`config.mk`:
```
export PLATFORM = sky130hd
export DESIGN_NAME = ones_comp_fold
export DESIGN_NICKNAME = d
export VERILOG_FILES = /design/src/rtl/ip_hdr_chksum_chk_fold.sv
export SDC_FILE = /design/constraint.sdc
export NUM_CORES = 1
export LEC_CHECK = 0
export ABC_AREA = 1
export CORE_MARGIN = 2
export CORE_UTILIZATION = 50
export DETAILED_ROUTE_END_ITERATION = 8
export GPL_TIMING_DRIVEN = 0
export PLACE_DENSITY = 0.86
export SLEW_MARGIN = 20
export SYNTH_ARGS = -nofsm -noshare
export SYNTH_HDL_FRONTEND = slang
export SYNTH_SLANG_ARGS = --single-unit
```
`constraint.sdc`:
```
create_clock -name vclk -period 4.9
set_input_delay 0.98 -clock vclk [all_inputs]
set_output_delay 0.98 -clock vclk [all_outputs]
set_load 0.1 [all_outputs]
```
`src/rtl/ip_hdr_chksum_chk_fold.sv`:
```
// Ones-complement fold of a wide accumulator to 16 bits with two end-around
// carry add-backs; valid for ACC_W in 17..32.
module ones_comp_fold #(
    parameter int ACC_W = 24
) (
    input  logic [ACC_W-1:0] acc_i,
    output logic [15:0]      sum_o
);
    logic [16:0] s1;
    logic [15:0] s2;

    always_comb begin
        s1    = 17'(acc_i[15:0]) + 17'(acc_i[ACC_W-1:16]);
        s2    = s1[15:0] + 16'(s1[16]);
        sum_o = s2;
    end
endmodule

```
==> flow_summary.toml <==
[job]
drv_cap = 0

[final_layout]
seq_cells = 0
layout-drive-gt1-share_pct = 33.33
clock_buffers = 0
final_util_pct = 92.03
antenna_cells = 0
syn2layout_area_growth_pct = 79.08
seqCellArea_um2 = 0
final_cell_mix = "nand2_1, inv_1, buf_4"
nets = 353
final_area_mm2 = 0.002238
final_common_cell = "nand2_1"

[timing]
setup_ws_ps = -180.2
maxSlewViolCount = 0
period_share_pct = 103.7
hold_violations = 0
setup-tns-final_ps = -850.6
slew_headroom_pct = 35.91
worst_pin_slew_ps = 958.3
post-route-min-period_ps = 5080
rsz0062_at_grt = "yes"
setup_viol = 8
clock.fmax_mhz = 196.8

[setup_path]
critPathKind = "in2out"
cp_max_fo = 7
arrival_ps = 4100
cp.required_ps = 3920
cp-start-kind = "input port"
crit_path_end_kind = "output pin"

[place]
dp_hpwl_um = 2931
portBuffers = 40
place_ws_ps = -1653
place_congestion = 0.9382
placed_area_mm2 = 0.001808

[synthesis]
synth_fp_nets = 287
seq_area_frac_synth_pct = 0
synth.distinct_cells = 22
synthCells = 251
synth_warnings = 0
syn_area_mm2 = 0.001250
syn-mean-instance-area_um2 = 4.980

[grt]
grt_pass1_wl_um = 6803
gr-total-overflow = 0
grt_usage_pct = 30.95
grt_pass1_vias = 1643
grt_max_degree = 8
grt_antenna_before_repair = 0

[drt]
wirelength_um = 5991
detail_route.vias_per_cell = 5.925
drtIter0Drc = 178
drc_errors = 0
vias = 2044
wire_per_inst_um = 17.37
ant_nets = 0
first_pass_iters = 7

[floorplan]
start_util_pct = 51.39
die_h_um = 54
rows = 18
ios = 40
die-area_mm2 = 0.002916
coreArea_mm2 = 0.002432
fp.dieW_um = 54

[pwr]
leakage_nw = 1.200
ir_drop_mv = 0.2063
powerDensity_mw_per_mm2 = 172.1

[worst_hold_path]
hold_path.class = "in2out"
min_to = "sum_o[15]"
hold_start = "acc_i[15]"
holdPathStages = 6

[outcome]
violations = "setup timing"
status = "complete, but fails checks"

[clocking]
hold_buffers = 0
## worst max-delay path by stage
stage	depth (start not counted)	endpoint	slack, ps	from
after global routing	20	sum_o[11]	-310	acc_i[23]
after global placement	24	sum_o[10]	-1580	acc_i[0]
after CTS	21	sum_o[12]	30	acc_i[3]
after detailed placement	23	sum_o[11]	-1650	acc_i[0]
final	17	sum_o[8]	-180	acc_i[9]
after floorplan	18	sum_o[6]	-140	acc_i[0]
## cells by family after synthesis
group / after synthesis / synth area share, %
adders and majority gates: 12 / 12.61
xor gates and xnor gates: 10 / 8.208
and+or+nand+nor: 172 / 60.96
AOI/OAI and AO/OA: 5 / 2.002
buffers and inverters: 52 / 16.22
## stage by stage
stage	hold WS, ps	cells	total power, W
4_1_cts	2872	337	0.0003392
2_1_floorplan	2468	251	0.0002426
3_5_place_dp	3598	321	0.0003175
5_1_grt	2889	345	0.0004014
6_report	2888	345	0.0003852
3_3_place_gp	3590	321	0.0003133
## layer usage
layer | routed length (µm) | part of all wire [%] | vias up | track usage [%]
met5 | 0 | 0 | - | 0
met4 | 446 | 7.4 | 0 | 18.75
met3 | 660 | 11 | 63 | 3.889
met2 | 2776 | 46 | 213 | 54.47
met1 | 2107 | 35 | 864 | 35.20
li1 | - | - | 904 | -
## cell type report
cell class / instances / area [µm²]
Buffer: 1 / 11.26
Fill cell: 96 / 193.9
Inverter: 51 / 202.7
Multi-Input combinational cell: 199 / 1346
Tap cell: 30 / 37.54
Timing Repair Buffer: 64 / 640.6
## Yosys cell counts, drive strengths merged
master	n	area [µm²]
nor4	1	6.260
nand2	103	399.1
fa	1	20.02
inv	51	191.4
ha	11	137.6
buf	1	11.26
o21ai	1	5.000
a21oi	4	20.02
nand3	30	160.2
or2	1	6.260
nand4	10	62.56
xor2	6	67.56
and2	2	12.51
xnor2	4	35.03
nor2	24	110.1
nor3	1	5.000
## power breakdown
| group | internal [W] | switching, W | total, W |
|---|---|---|---|
| sequential | 0 | 0 | 0 |
| combinational | 0.000117 | 0.000268 | 0.000385 |
| clock | 0 | 0 | 0 |
## critical path: stages
cell	delay, ps
clkdlybuf4s50_1	680
nand4_1	210
inv_1	180
nand3_4	100
nor4_4	310
ha_2	260
ha_4	140
inv_2	40
nor2_4	100
nand3_2	80
nor2_2	140
nand2_2	110
nor2_4	190
buf_6	140
xnor2_4	130
clkinvlp_4	130
buf_12	170
## timing repair
action	CTS	global route
pin swaps	27	20
setup endpoints to repair	16	13
buffers inserted	16	8
gates resized for setup	126	46
Power figures use the tool's default switching activity.
